File: config.mk
export PLATFORM = sky130hd
export DESIGN_NAME = instr_fetch
export DESIGN_NICKNAME = d
export VERILOG_FILES = /design/src/rtl/riscv_pkg.sv /design/src/rtl/instr_fetch_flopenr.sv /design/src/rtl/instr_fetch.sv
export SDC_FILE = /design/constraint.sdc
export NUM_CORES = 1
export LEC_CHECK = 0
export CAP_MARGIN = 20
export CELL_PAD_IN_SITES_DETAIL_PLACEMENT = 1
export CELL_PAD_IN_SITES_GLOBAL_PLACEMENT = 1
export CORE_ASPECT_RATIO = 1.2
export CORE_MARGIN = 4
export CORE_UTILIZATION = 37
export DETAILED_ROUTE_END_ITERATION = 7
export PLACE_DENSITY_LB_ADDON = 0.08
export SLEW_MARGIN = 15
export SYNTH_ARGS = -nofsm -noshare
export SYNTH_HDL_FRONTEND = slang
export SYNTH_SLANG_ARGS = --single-unit
File: constraint.sdc
create_clock -name clk -period 6.3 [get_ports clk]
set_input_delay 1.575 -clock clk [delete_from_list [all_inputs] [get_ports clk]]
set_output_delay 1.575 -clock clk [all_outputs]
set_load 0.03 [all_outputs]
File: src/rtl/riscv_pkg.sv
// Shared RISC-V core definitions.
// Fetch FSM states, NOP encoding and decoder opcodes.
package riscv_pkg;

    typedef enum logic [1:0] {
        IDLE = 2'd0,
        REQ  = 2'd1,
        WAIT = 2'd2,
        HOLD = 2'd3
    } fetch_state_t;

    localparam logic [31:0] NOP_INSTR = 32'h0000_0013;

    localparam logic [6:0] OP_JAL    = 7'b1101111;
    localparam logic [6:0] OP_JALR   = 7'b1100111;
    localparam logic [6:0] OP_BRANCH = 7'b1100011;

    // Clear the byte offset so every fetch address is word aligned.
    function automatic logic [31:0] align_word(input logic [31:0] a);
        return a & 32'hFFFF_FFFC;
    endfunction

endpackage

File: src/rtl/instr_fetch_flopenr.sv
// Enable-gated register with a synchronous reset value.
// Used for the instr, pc, pc_plus4 and imem_addr registers.
module flopenr #(
    parameter int               WIDTH     = 32,
    parameter logic [WIDTH-1:0] RESET_VAL = '0
) (
    input  logic             clk,
    input  logic             reset,
    input  logic             en,
    input  logic [WIDTH-1:0] d,
    output logic [WIDTH-1:0] q
);

    // Load on enable, reset wins.
    always_ff @(posedge clk) begin
        if (reset) begin
            q <= RESET_VAL;
        end else if (en) begin
            q <= d;
        end
    end

endmodule

File: src/rtl/instr_fetch.sv
// Instruction fetch stage: PC, one-outstanding imem read,
// valid/ready output to decode, redirect with squash.
module instr_fetch
    import riscv_pkg::*;
#(
    parameter logic [31:0] RESET_PC = 32'h0000_0000
) (
    input  logic        clk,
    input  logic        reset,
    output logic        imem_req,
    output logic [31:0] imem_addr,
    input  logic        imem_gnt,
    input  logic        imem_rvalid,
    input  logic [31:0] imem_rdata,
    output logic        instr_valid,
    input  logic        instr_ready,
    output logic [31:0] instr,
    output logic [31:0] pc,
    output logic [31:0] pc_plus4,
    input  logic        redirect,
    input  logic [31:0] redirect_target
);

    fetch_state_t r_state;
    fetch_state_t w_state_next;

    logic        r_squash;
    logic        w_squash_next;
    logic [31:0] r_target;
    logic [31:0] w_target_next;
    logic        r_req;
    logic        r_valid;

    logic        w_addr_en;
    logic [31:0] w_addr_d;
    logic        w_cap_en;
    logic [31:0] w_tgt;
    logic [31:0] w_addr_plus4;

    logic [31:0] r_addr;
    logic [31:0] r_instr;
    logic [31:0] r_pc;
    logic [31:0] r_pc_plus4;

    assign w_tgt        = align_word(redirect_target);
    assign w_addr_plus4 = r_addr + 32'd4;

    flopenr #(.WIDTH(32), .RESET_VAL(RESET_PC)) u_addr (
        .clk   (clk),
        .reset (reset),
        .en    (w_addr_en),
        .d     (w_addr_d),
        .q     (r_addr)
    );

    flopenr #(.WIDTH(32), .RESET_VAL(NOP_INSTR)) u_instr (
        .clk   (clk),
        .reset (reset),
        .en    (w_cap_en),
        .d     (imem_rdata),
        .q     (r_instr)
    );

    flopenr #(.WIDTH(32), .RESET_VAL(RESET_PC)) u_pc (
        .clk   (clk),
        .reset (reset),
        .en    (w_cap_en),
        .d     (r_addr),
        .q     (r_pc)
    );

    flopenr #(.WIDTH(32), .RESET_VAL(RESET_PC + 32'd4)) u_pc_plus4 (
        .clk   (clk),
        .reset (reset),
        .en    (w_cap_en),
        .d     (w_addr_plus4),
        .q     (r_pc_plus4)
    );

    // State, squash bookkeeping and registered handshake outputs.
    always_ff @(posedge clk) begin
        if (reset) begin
            r_state  <= IDLE;
            r_squash <= 1'b0;
            r_target <= RESET_PC;
            r_req    <= 1'b0;
            r_valid  <= 1'b0;
        end else begin
            r_state  <= w_state_next;
            r_squash <= w_squash_next;
            r_target <= w_target_next;
            r_req    <= (w_state_next == REQ);
            r_valid  <= (w_state_next == HOLD);
        end
    end

    // Next state, address update, capture and redirect handling.
    always_comb begin
        w_state_next  = r_state;
        w_squash_next = r_squash;
        w_target_next = r_target;
        w_addr_en     = 1'b0;
        w_addr_d      = r_addr;
        w_cap_en      = 1'b0;
        unique case (r_state)
            IDLE: begin
                w_state_next  = REQ;
                w_squash_next = 1'b0;
                if (redirect) begin
                    w_addr_en = 1'b1;
                    w_addr_d  = w_tgt;
                end
            end
            REQ: begin
                // Address must stay put until granted.
                if (redirect) begin
                    w_target_next = w_tgt;
                    w_squash_next = 1'b1;
                end
                if (imem_gnt) begin
                    w_state_next = WAIT;
                end
            end
            WAIT: begin
                if (redirect) begin
                    w_target_next = w_tgt;
                    w_squash_next = 1'b1;
                    if (imem_rvalid) begin
                        w_squash_next = 1'b0;
                        w_addr_en     = 1'b1;
                        w_addr_d      = w_tgt;
                        w_state_next  = REQ;
                    end
                end else if (imem_rvalid) begin
                    if (r_squash) begin
                        w_squash_next = 1'b0;
                        w_addr_en     = 1'b1;
                        w_addr_d      = r_target;
                        w_state_next  = REQ;
                    end else begin
                        w_cap_en     = 1'b1;
                        w_state_next = HOLD;
                    end
                end
            end
            HOLD: begin
                // Redirect drops the held instruction even if consumed.
                if (redirect) begin
                    w_addr_en    = 1'b1;
                    w_addr_d     = w_tgt;
                    w_state_next = REQ;
                end else if (instr_ready) begin
                    w_addr_en    = 1'b1;
                    w_addr_d     = r_pc_plus4;
                    w_state_next = REQ;
                end
            end
            default: begin
                w_state_next = IDLE;
            end
        endcase
    end

    assign imem_req    = r_req;
    assign imem_addr   = r_addr;
    assign instr_valid = r_valid;
    assign instr       = r_instr;
    assign pc          = r_pc;
    assign pc_plus4    = r_pc_plus4;

endmodule

==> reports/results.txt, run 1 <==
The flow ran to the end, and the final reports show no timing, DRC or antenna violations. The detailed placer's ending HPWL was 14,910 µm; the largest clock skew in the final design was 0.008795 ns. The global-route layer with the greatest usage was met2.

Synthesis inferred 161 register bits. The number of antenna diodes in the final layout is 0. For the detailed router's first-iteration violation count, the log shows 241. A synthesized cell averages 7.872 µm². From synthesis to final layout, the design area changed by 39.00%. The class of the worst hold path is flop to flop. Subtracting the final worst setup slack from the clock period gives 3.731 ns.

The logs give 4 for the depth of the CTS H-tree and 0.2702 for the met1 capacity usage during global routing. The ratio of cells with drive above 1 in the final layout was 0.05324; the number of standard cells in the final layout excluding fillers was 1,257. The global-route wire length before repair is 36,830 µm, and the I/O pin total is 200. In the final routed layout, each cell accounts on average for 18.02 µm.

The pre-antenna-repair detailed-routing pass consisted of 4 iterations. Synthesis produced 868 cells. The synthesized netlist occupies a cell area of 6833 µm². The setup violation total in the final timing report is 0. For this run, design rule violations remaining after detail routing come to 0. The total routing resource utilization after global routing was 0.2203; the fraction of registers with async set or reset after synthesis was 0. Counting the buffers created by CTS gives 17. For the global-route track usage on met2, the log shows 0.3936. The type of the setup path with the least slack is input pin to flop. The routing usage on met3 was 0.04759.

The total area of sequential cells is 3223 µm², and the via count of the first global-routing pass is 6,882. The final net count was 1,098; the ratio of total power to cell area was 257.3 nW/µm². The run gives 0.001828 W as the internal power of the cells. Using the TritonRoute via totals, the vias-per-cell ratio works out to 5.333.

After floorplanning, the core was sized to cover 18,170 µm². CTS saw 161 sinks. The filler cells instantiated in the layout total 2,180. Number of distinct library cells after synthesis: 39. The row count was 54; the largest net degree at the start of global routing was 95.

The worst setup path endpoint is u_addr.q[15]. In the layout the commonest cells are sky130_fd_sc_hd__nand2_1 (198), sky130_fd_sc_hd__clkdlybuf4s50_1 (196), sky130_fd_sc_hd__dfxtp_1 (161). Setup total negative slack on the finished layout was measured at 0 ns. In this run the clock root is driven by a sky130_fd_sc_hd__clkbuf_16. The standby leakage power is 3.093 nW.

Among all flip-flop cells after synthesis, the most frequent one is sky130_fd_sc_hd__dfxtp_1. The worst slack on hold paths was 0.4523 ns. The sequential group share of total power was 0.449; the residual antenna-violating net count after detailed routing was 0. The startpoint identified for the worst register-to-register timing path is r_state[0]. The run gives 22,660 µm as the final routed wirelength across all metal layers. Once the clock tree was built, the setup fixing pass inserted 0 buffers. The switching power as a share of total power came out at 0.2520.

The tools report the clock power share as 0.448. The actual slew at the worst max-slew pin is 1.018 ns, and the count of port buffers added during placement is 197. Setup repair after global routing left no endpoint under its margin. After clock tree synthesis, the clock-pin slew on the worst setup and hold paths is 0.06 ns. The logs give 0.0006159 W for the switching power total and 1 for the initial antenna violation count. Source of the critical timing path: redirect. At the worst endpoint, the arrival time is 4.05 ns. The fraction of the cycle the final worst path needs was 0.5923; the highest clock rate was 268.0 MHz. Across all register-to-register paths, the minimum setup slack is 3.62 ns. The final-report hold violation count was 0. The die is 132.1 µm wide. Across the run, the number of max-cap violations was 0. The detailed router placed 6,704 vias in this run.

Leaving out fill and tap cells, the most frequent cell in the layout is sky130_fd_sc_hd__nand2_1. The clock passes through at most 2 buffers. IR analysis of the VDD net gives a maximum drop of 0.1587 mV.

For the post-layout total power, the log shows 0.002444 W. Of all nets on the critical path, the largest fanout is 40. Critical path required time: 6.62 ns. The number of nets in the synthesized netlist is 946. The floorplan step set the die height to 156.9 µm. For the effective utilization at floorplan, the log shows 0.3759. The number of warnings printed during yosys synthesis is 0. The tools report the category of the worst setup path capture point as a flop. The clock latency at the later pin of the worst-skew pair came out at 0.42 ns.

Area taken by multi-input logic gates: 3274 µm². After detailed placement, the design holds a cell count of 1,225. The terminus of the critical flop-to-flop path was u_addr.q[15]. The run gives 0.3210 as the relative slew slack. Summed over all layers, the global routing overflow is 0. STA classifies the critical path startpoint as an input pin. TritonCTS built the clock tree. Yosys mapped a number of flops with a built-in enable equal to 0. Hold repair after CTS inserted 0 buffers. The area enclosed by the die boundary is 20,710 µm². The run gives 0.4717 as the part of the Yosys area used for sequential elements. Post-CTS resize count: 0.

The logic gate share of total power is 0.103. The number of cell instances on the worst register-to-register path came out at 9. In this run the most critical hold path is launched from u_instr.q[23].

Routability-driven placement finished with a final weighted congestion of 0.7500. The count of pins over their slew limit is 0.
## worst max-delay path, stage by stage
cell and delay [ns]:
sky130_fd_sc_hd__clkdlybuf4s50_1 0.50, sky130_fd_sc_hd__buf_4 0.43, sky130_fd_sc_hd__inv_1 0.18, sky130_fd_sc_hd__o211a_1 0.29, sky130_fd_sc_hd__nor4bb_4 0.32, sky130_fd_sc_hd__buf_4 0.44
sky130_fd_sc_hd__nor2_1 0.08, sky130_fd_sc_hd__a211oi_1 0.24
## state kept, by name, summed over array words and instances (netlist names)
| signal | flops |
|---|---|
| imem_req | 1 |
| instr_valid | 1 |
| r_squash | 1 |
| r_state | 2 |
| r_target | 30 |
| u_addr.q | 32 |
| u_instr.q | 32 |
| u_pc.q | 32 |
| u_pc_plus4.q | 30 |
## worst min-delay path by stage
stage / endpoint / cells past startpoint / slack, ns
floorplan: r_target[10] / 2 / 0.44
global placement: u_pc.q[28] / 2 / 0.44
detailed placement: u_instr.q[28] / 2 / 0.45
CTS: u_instr.q[19] / 2 / 0.46
global route: u_instr.q[19] / 2 / 0.47
finish: u_instr.q[23] / 2 / 0.45
## through the flow
| stage | cell area [µm²] | setup slack [ns] | util |
|---|---|---|---|
| final | 9498 | 2.569 | 0.5226 |
| after global routing | 9498 | 2.347 | 0.5226 |
| after CTS | 9498 | 2.558 | 0.5226 |
| after detailed placement | 8879 | 2.127 | 0.4885 |
| after global placement | 8879 | 2.247 | 0.4885 |
| after floorplan | 6833 | 3.402 | - |
## logic make-up (layout without fill, tap and decap cells)
kind of cell	count (synthesis)	count (layout)	share of synthesized area
fa+ha+maj	8	8	0.01465
flops	161	161	0.4717
simple gates	358	358	0.2251
xor+xnor	24	24	0.03076
compound gates	231	231	0.2051
buf+inv	86	251	0.05274
## final cells by class
| cell class | count | share of cell area |
|---|---|---|
| clock buffers | 20 | 0.04598 |
| well taps | 224 | 0.02951 |
| multi-input cells | 621 | 0.3448 |
| clock inverters | 12 | 0.01923 |
| flip-flops and latches | 161 | 0.3393 |
| repair buffers | 210 | 0.2176 |
| inverters | 9 | 0.003557 |
## power groups by stage
| stage | Clock (W) | Combinational [W] | Sequential, W |
|---|---|---|---|
| CTS | 0.00112 | 0.000255 | 0.00110 |
| global route | 0.00116 | 0.000274 | 0.00110 |
| finish | 0.00109 | 0.000252 | 0.00110 |
| detailed placement | 0 | 0.000253 | 0.00112 |
| floorplan | 0 | 0.000107 | 0.00114 |
| global placement | 0 | 0.000248 | 0.00112 |
## synthesized netlist by cell type (6+ instances only)
| cell type | number | area, µm² |
|---|---|---|
| sky130_fd_sc_hd__nand2_1 | 198 | 743.2 |
| sky130_fd_sc_hd__dfxtp_1 | 161 | 3223 |
| sky130_fd_sc_hd__a21oi_1 | 130 | 650.6 |
| sky130_fd_sc_hd__nor2_1 | 96 | 360.4 |
| sky130_fd_sc_hd__a211oi_1 | 55 | 412.9 |
| sky130_fd_sc_hd__clkbuf_1 | 49 | 183.9 |
| sky130_fd_sc_hd__a22oi_1 | 30 | 225.2 |
| sky130_fd_sc_hd__buf_2 | 18 | 90.09 |
| sky130_fd_sc_hd__nand3_1 | 14 | 70.07 |
| sky130_fd_sc_hd__xnor2_1 | 14 | 122.6 |
| sky130_fd_sc_hd__nand4_1 | 11 | 68.82 |
| sky130_fd_sc_hd__xor2_1 | 10 | 87.58 |
| sky130_fd_sc_hd__inv_1 | 9 | 33.78 |
| sky130_fd_sc_hd__ha_1 | 8 | 100.1 |
| sky130_fd_sc_hd__o21ai_0 | 7 | 35.03 |
| sky130_fd_sc_hd__buf_1 | 6 | 22.52 |
| sky130_fd_sc_hd__nand2b_1 | 6 | 37.54 |
## per-layer routing
metal / vias up / share of wire
li1: 3266 / -
met4: 2 / 0.012
met3: 20 / 0.048
met5: - / 0.00084
met1: 3243 / 0.44
met2: 173 / 0.50
Power figures use the tool's default switching activity.
==> run 2: changes to the inputs <==
--- a/config.mk
+++ b/config.mk
@@ -10,7 +10,7 @@
 export CELL_PAD_IN_SITES_GLOBAL_PLACEMENT = 1
 export CORE_ASPECT_RATIO = 1.2
 export CORE_MARGIN = 4
-export CORE_UTILIZATION = 37
+export CORE_UTILIZATION = 34
 export DETAILED_ROUTE_END_ITERATION = 7
 export PLACE_DENSITY_LB_ADDON = 0.08
 export SLEW_MARGIN = 15
==> constraint.sdc (replaced) <==
create_clock -name clk -period 3.7 [get_ports clk]
set_input_delay 0.925 -clock clk [delete_from_list [all_inputs] [get_ports clk]]
set_output_delay 0.925 -clock clk [all_outputs]
set_load 0.03 [all_outputs]
==> run 2 against run 1 <==
Net effect: non-clock buffer count is 4 higher; cell count rose by 3.2%; hold slack improved by 0.00063 ns; via count about the same; count of clock-buffer cells in the layout is 1 lower; total power is 72% higher; critical endpoint is now imem_addr[2]; sequential cell count unchanged; critical path depth fell by 7.
==> reports/results.txt, run 2 (synthesis gave the netlist of run 1 again) <==
The run finished with clean final reports. Pin placement for this block handled 200 I/O pins. Counting tap cells, the placed design contains a total of 1,266 instances.

The floorplan step set the die height to 163.3 µm. The final design utilization was 0.4889; the data arrival at the endpoint of the critical path was 1.78 ns. The pre-CTS worst setup slack came out at 0.6508 ns. The clock period could shrink to 2.701 ns. The run gives 0 as the number of setup buffers added after CTS. The maximum cell stage delay along the critical path was 0.76 ns; the biggest fanout along the worst timing path was 9. The ratio of total power to cell area works out to 436.6 nW/µm².

Hold timing on the final database bottoms out at a slack of 0.4530 ns. The HPWL after detailed placement is 15,290 µm. In this run the static leakage power is 3.137 nW. The placeable core region was 19,690 µm². The run gives 0 as the post-CTS resize count. Max-cap violations in this run came to 0. The library cell used most frequently in the layout, excluding fill and tap cells, is sky130_fd_sc_hd__nand2_1.

Across the VDD grid, the largest voltage drop is 0.3296 mV. In the routed layout, each cell is associated on average with a via count of 5.165. The logs give 6,797 for the via count of the first global-routing pass and 0.5044 for the relative slew slack. TritonCTS built the clock tree. Routability-driven placement finished with a final weighted congestion of 0.7407. For this block, the routed nets add up to 23,450 µm of wire. The highest clock rate is 370.2 MHz.

In the routed design, unresolved DRC markers number 0. After the first detailed-routing iteration, the DRC count stood at 262. The total routing resource utilization after global routing is 0.2093, and the actual slew at the worst max-slew pin is 0.7433 ns. The category of the worst setup path capture point was a primary output.

The effective utilization at floorplan was 0.3470. The die covers 22,440 µm². Leaving out filler cells and counting taps, the final layout contains 1,297. After the last flow step, the layout net total stands at 1,102. Clock tree synthesis inserted a total of 17 buffers. The floorplan has 56 rows. The CTS sink count is 161.

The H-tree was split into 4 levels. The final-report hold violation count came out at 0. The class of the worst hold path was flop to flop.

Clock-pin slew was measured on the worst setup and hold paths at 0.06 ns. The count of pins over their slew limit is 0, and the floorplan die width is 137.4 µm. STA classifies the critical path startpoint as a flop. The residual antenna-violating net count after detailed routing was 0. Compared with the post-synthesis result, the final layout area differs by 40.89%.

The tools report the clock latency at the later pin of the worst-skew pair as 0.43 ns. The final setup slack of the worst path is 0.9987 ns. Hold repair after CTS inserted 0 buffers. Before antenna repair, the detailed router went through 4 iterations. The category of cells accounting for the largest share of critical-path delay is buffers and inverters. Traced cell by cell, the critical path runs through clkdlybuf4s50_1. For the overflow left after global routing, the log shows 0. The largest registers in the layout are u_addr.q x32, u_instr.q x32, u_pc.q x32. The ratio of cells with drive above 1 in the final layout is 0.05888. The mean routed wirelength per cell was 18.08 µm. The first global-routing pass estimated 36,840 µm of wire.

Setup repair after global routing left no endpoint under its margin. The detailed router placed 6,699 vias in this run. Combined buffer and inverter count along the critical path: 1. 0 antenna diodes ended up in the layout. The library cells used most frequently in the layout, excluding fill and tap cells, are sky130_fd_sc_hd__nand2_1 (198), sky130_fd_sc_hd__clkdlybuf4s50_1 (195), sky130_fd_sc_hd__dfxtp_1 (161).

The setup violation total in the final timing report was 0. The critical path's slowest cell was sky130_fd_sc_hd__clkdlybuf4s50_1. The clock arrives with 0.009509 ns of skew.

Adding up every negative setup slack in the final design gives 0 ns. The worst setup path is of the flop to primary output kind. Data on the critical path is required at its endpoint by 2.77 ns. The clock tree buffer depth is 2. Entering global routing, the biggest net connects 91 pins.

The root buffer selected by CTS was sky130_fd_sc_hd__clkbuf_16. In this run the tool buffered the top-level ports with 197 buffer cells. The fraction of the cycle the final worst path needs was 0.7301.

For the initial antenna violation count, the log shows 0.
## run 2: layout make-up
cell class | count | area (µm²)
fill | 2392 | 10060
multi-input combinational | 621 | 3274
sequential | 161 | 3223
timing repair buffer | 214 | 2142
clock buffer | 19 | 442.9
tap | 261 | 326.6
clock inverter | 12 | 183.9
inverter | 9 | 33.78
## run 2: metal layers
metal  vias to the layer above  part of all wire  GRT usage
li1                       3272                 -          -
met1                      3258              0.44     0.2577
met2                       152              0.50     0.3679
met3                        17             0.044    0.04005
met4                         0             0.012    0.06125
met5                         -                 0          0
## run 2: per-stage QoR
stage                     instance area [µm²]  total power (W)
after floorplan                          6833         0.002119
after global placement                   9000         0.002340
after detailed placement                 9000         0.002347
after CTS                                9627         0.004255
after global routing                     9627         0.004362
final                                    9627         0.004203
## run 2: worst paths after layout
path / from / end / slack [ns] / cells after the start
hold reg to reg: u_instr.q[10] / u_instr.q[10] / 0.45 / 2
hold / removal: u_instr.q[10] / u_instr.q[10] / 0.45 / 2
setup reg to reg: r_state[0] / u_addr.q[21] / 1.20 / 7
setup / recovery: u_addr.q[2] / imem_addr[2] / 1.0 / 1
## run 2: power breakdown
group | internal, W | switching, W
clock network | 0.00115 | 0.000748
logic | 0.000198 | 0.000237
registers | 0.00178 | 0.0000859
total | 0.00313 | 0.00107
==> run 3: changes to the inputs <==
==> constraint.sdc (replaced) <==
create_clock -name clk -period 2.7 [get_ports clk]
set_input_delay 0.675 -clock clk [delete_from_list [all_inputs] [get_ports clk]]
set_output_delay 0.675 -clock clk [all_outputs]
set_load 0.03 [all_outputs]
==> run 3 against run 2 <==
Net effect: sequential power is 37% higher; register-to-register slack worse by 0.72 ns; clock power is 26% higher; final area increased by 0.68%; non-clock buffer count up 12; total power rose by 32%; critical path type unchanged; critical endpoint unchanged; highest routed layer unchanged.
==> reports/results.txt, run 3 (synthesis gave the netlist of run 1 again) <==
Setup repair after global routing left no endpoint under its margin. The final setup slack of the worst path was 0.2959 ns; the placeable core region was 19,690 µm². The ratio of cells with drive above 1 in the final layout was 0.07150.

Leaving out fill and tap cells, the most frequent cell in the layout is sky130_fd_sc_hd__nand2_1. The final design instance area without fill is 9692 µm². Routability-driven placement finished with a final weighted congestion of 0.7937.

The number of buffers added to fix hold violations after cts came out at 0. The clock power share was 0.429. The floorplan step set the die width to 137.4 µm. The pre-antenna-repair detailed-routing pass consisted of 4 iterations. The combined buffer and inverter count along the critical path was 1.

Traced cell by cell, the critical path runs through clkdlybuf4s50_1. The initial antenna violation count is 0. The logs give 0.3470 for the effective utilization at floorplan and 17 for the clock buffer count from CTS.

From bottom edge to top edge, the die measures 163.3 µm. The class of the worst hold path was flop to flop. 200 I/O pins were placed. The first global-routing pass estimated 36,510 µm of wire.

After detailed routing, the number of vias per cell comes to 5.089. The mean routed wirelength per cell is 17.49 µm, and the final-report hold violation count is 0. The logs give 0.6241 for the relative slew slack and 3.178 nW for the standby leakage power.

The run gives 2 as the clock tree buffer depth. For this run, design rule violations remaining after detail routing come to 0. For the total routing resource utilization after global routing, the log shows 0.2056. The switching power as a share of total power was 0.2638; the clock slew seen by the registers of the worst setup and hold paths was 0.06 ns. Summed over all layers, the routed wires come to 22,910 µm.

The die covers 22,440 µm². At the later pin of the worst-skew pair, clock insertion delay measures 0.42 ns. Power comes to 0.005556 W. The biggest fanout along the worst timing path works out to 9. The run gives 0 as the residual antenna-violating net count after detailed routing. Once detailed placement completed, the half-perimeter wirelength came to 15,720 µm. The number of setup buffers added after CTS was 0; the critical path required time was 2.03 ns. The logic gate share of total power was 0.111. The worst IR drop on VDD was 0.3943 mV; the switching power total was 0.001466 W.

The category of cells accounting for the largest share of critical-path delay was buffers and inverters. Counting tap cells, the placed design contains a total of 1,278 instances. At the worst endpoint, the arrival time is 1.73 ns. The H-tree generated during clock tree synthesis spans 4 levels. The internal power of the cells came out at 0.004090 W.

Entering global routing, the biggest net connects 84 pins. The largest registers in the layout are u_addr.q x32, u_instr.q x32, u_pc.q x32. The fraction of the cycle the final worst path needs works out to 0.8904. The library cells used most frequently in the layout, excluding fill and tap cells, are sky130_fd_sc_hd__nand2_1 (198), sky130_fd_sc_hd__clkdlybuf4s50_1 (195), sky130_fd_sc_hd__dfxtp_1 (161). The via count of the first global-routing pass came out at 6,739. The category of the worst setup path capture point was a primary output. OpenSTA, run right after detailed placement, puts the worst setup slack at 0.04791 ns. Setup total negative slack on the finished layout was measured at 0 ns. The logs give 9102 µm² for the post-detailed-placement cell area and 161 for the CTS sink count. For this design the ratio of total power to cell area is 573.3 nW/µm².

The number of antenna repair diodes is 0. The highest clock rate was 416.0 MHz; the reported max-cap violation count was 0. The run gives 0 as the post-CTS resize count.

Final critical delay including setup and external delays: 2.404 ns. The via total after detailed routing is 6,667, and the count of port buffers added during placement is 197. From synthesis to final layout, the design area changed by 41.84%. The sequential group share of total power was 0.460; the row count was 56.

The critical path's slowest cell is sky130_fd_sc_hd__clkdlybuf4s50_1. The run gives 1,114 as the final net count. TritonCTS built the clock tree. For the count of pins over their slew limit, the log shows 0. Overflow left after global routing: 0. For the pin with the worst max-slew slack, the measured transition is 0.5638 ns. Type of the setup path with the least slack: flop to primary output.

Once layout is complete, the cells apart from fillers number 1,310. The largest clock skew in the final design was 0.008344 ns. The detailed router's first-iteration violation count was 245; the maximum cell stage delay along the critical path was 0.75 ns. The run finished with clean final reports. Setup violation total in the final timing report: 0. The tools report the root buffer selected by CTS as sky130_fd_sc_hd__clkbuf_16. STA classifies the critical path startpoint as a flop.
==> run 3: changes by cell type in the layout (fill, tap and decap cells not counted) <==
cell / previous run / this run
sky130_fd_sc_hd__clkbuf_1: 1 / 0
sky130_fd_sc_hd__inv_6: 1 / 4
sky130_fd_sc_hd__clkbuf_8: 1 / 3
sky130_fd_sc_hd__clkinv_2: 1 / 0
sky130_fd_sc_hd__buf_12: 4 / 5
sky130_fd_sc_hd__buf_4: 14 / 25
sky130_fd_sc_hd__bufinv_16: 4 / 1
sky130_fd_sc_hd__clkinvlp_4: 2 / 3
==> run 3: final timing paths <==
check / end / depth (start not counted) / slack (ns) / startpoint
worst max-delay path: imem_addr[2] / 1 / 0.30 / u_addr.q[2]
worst max register to register: u_addr.q[9] / 8 / 0.48 / r_state[0]
worst min-delay path: u_pc.q[30] / 2 / 0.45 / u_pc.q[30]
worst min register to register: u_pc.q[30] / 2 / 0.45 / u_pc.q[30]
==> run 3: final cells by class <==
class                           instances  area (µm²)
Fill cell                            2352        9997
Multi-Input combinational cell        621        3274
Sequential cell                       161        3223
Timing Repair Buffer                  226        2245
Clock buffer                           20       466.7
Tap cell                              261       326.6
Clock inverter                         12       122.6
Inverter                                9       33.78
==> run 3: power by group through the flow <==
stage	logic, W	registers [W]	clock network (W)
3_5_place_dp	0.000620	0.00261	0
3_3_place_gp	0.000610	0.00261	0
2_1_floorplan	0.000249	0.00265	0
4_1_cts	0.000624	0.00256	0.00246
5_1_grt	0.000669	0.00257	0.00256
6_report	0.000615	0.00256	0.00239
==> run 3: metal layers <==
layer | part of all wire | vias to the layer above | global-route usage
met5 | 0 | - | 0
met4 | 0.0097 | 0 | 0.04764
met3 | 0.054 | 16 | 0.04005
met2 | 0.50 | 158 | 0.3577
met1 | 0.43 | 3192 | 0.2613
li1 | - | 3301 | -
==> run 3: stage by stage <==
step                      hold WS (ns)    util
after floorplan                 0.4368       -
after global placement          0.4411  0.4623
after detailed placement        0.4475  0.4623
after CTS                       0.4564  0.4922
after global routing            0.4746  0.4922
final                           0.4533  0.4922
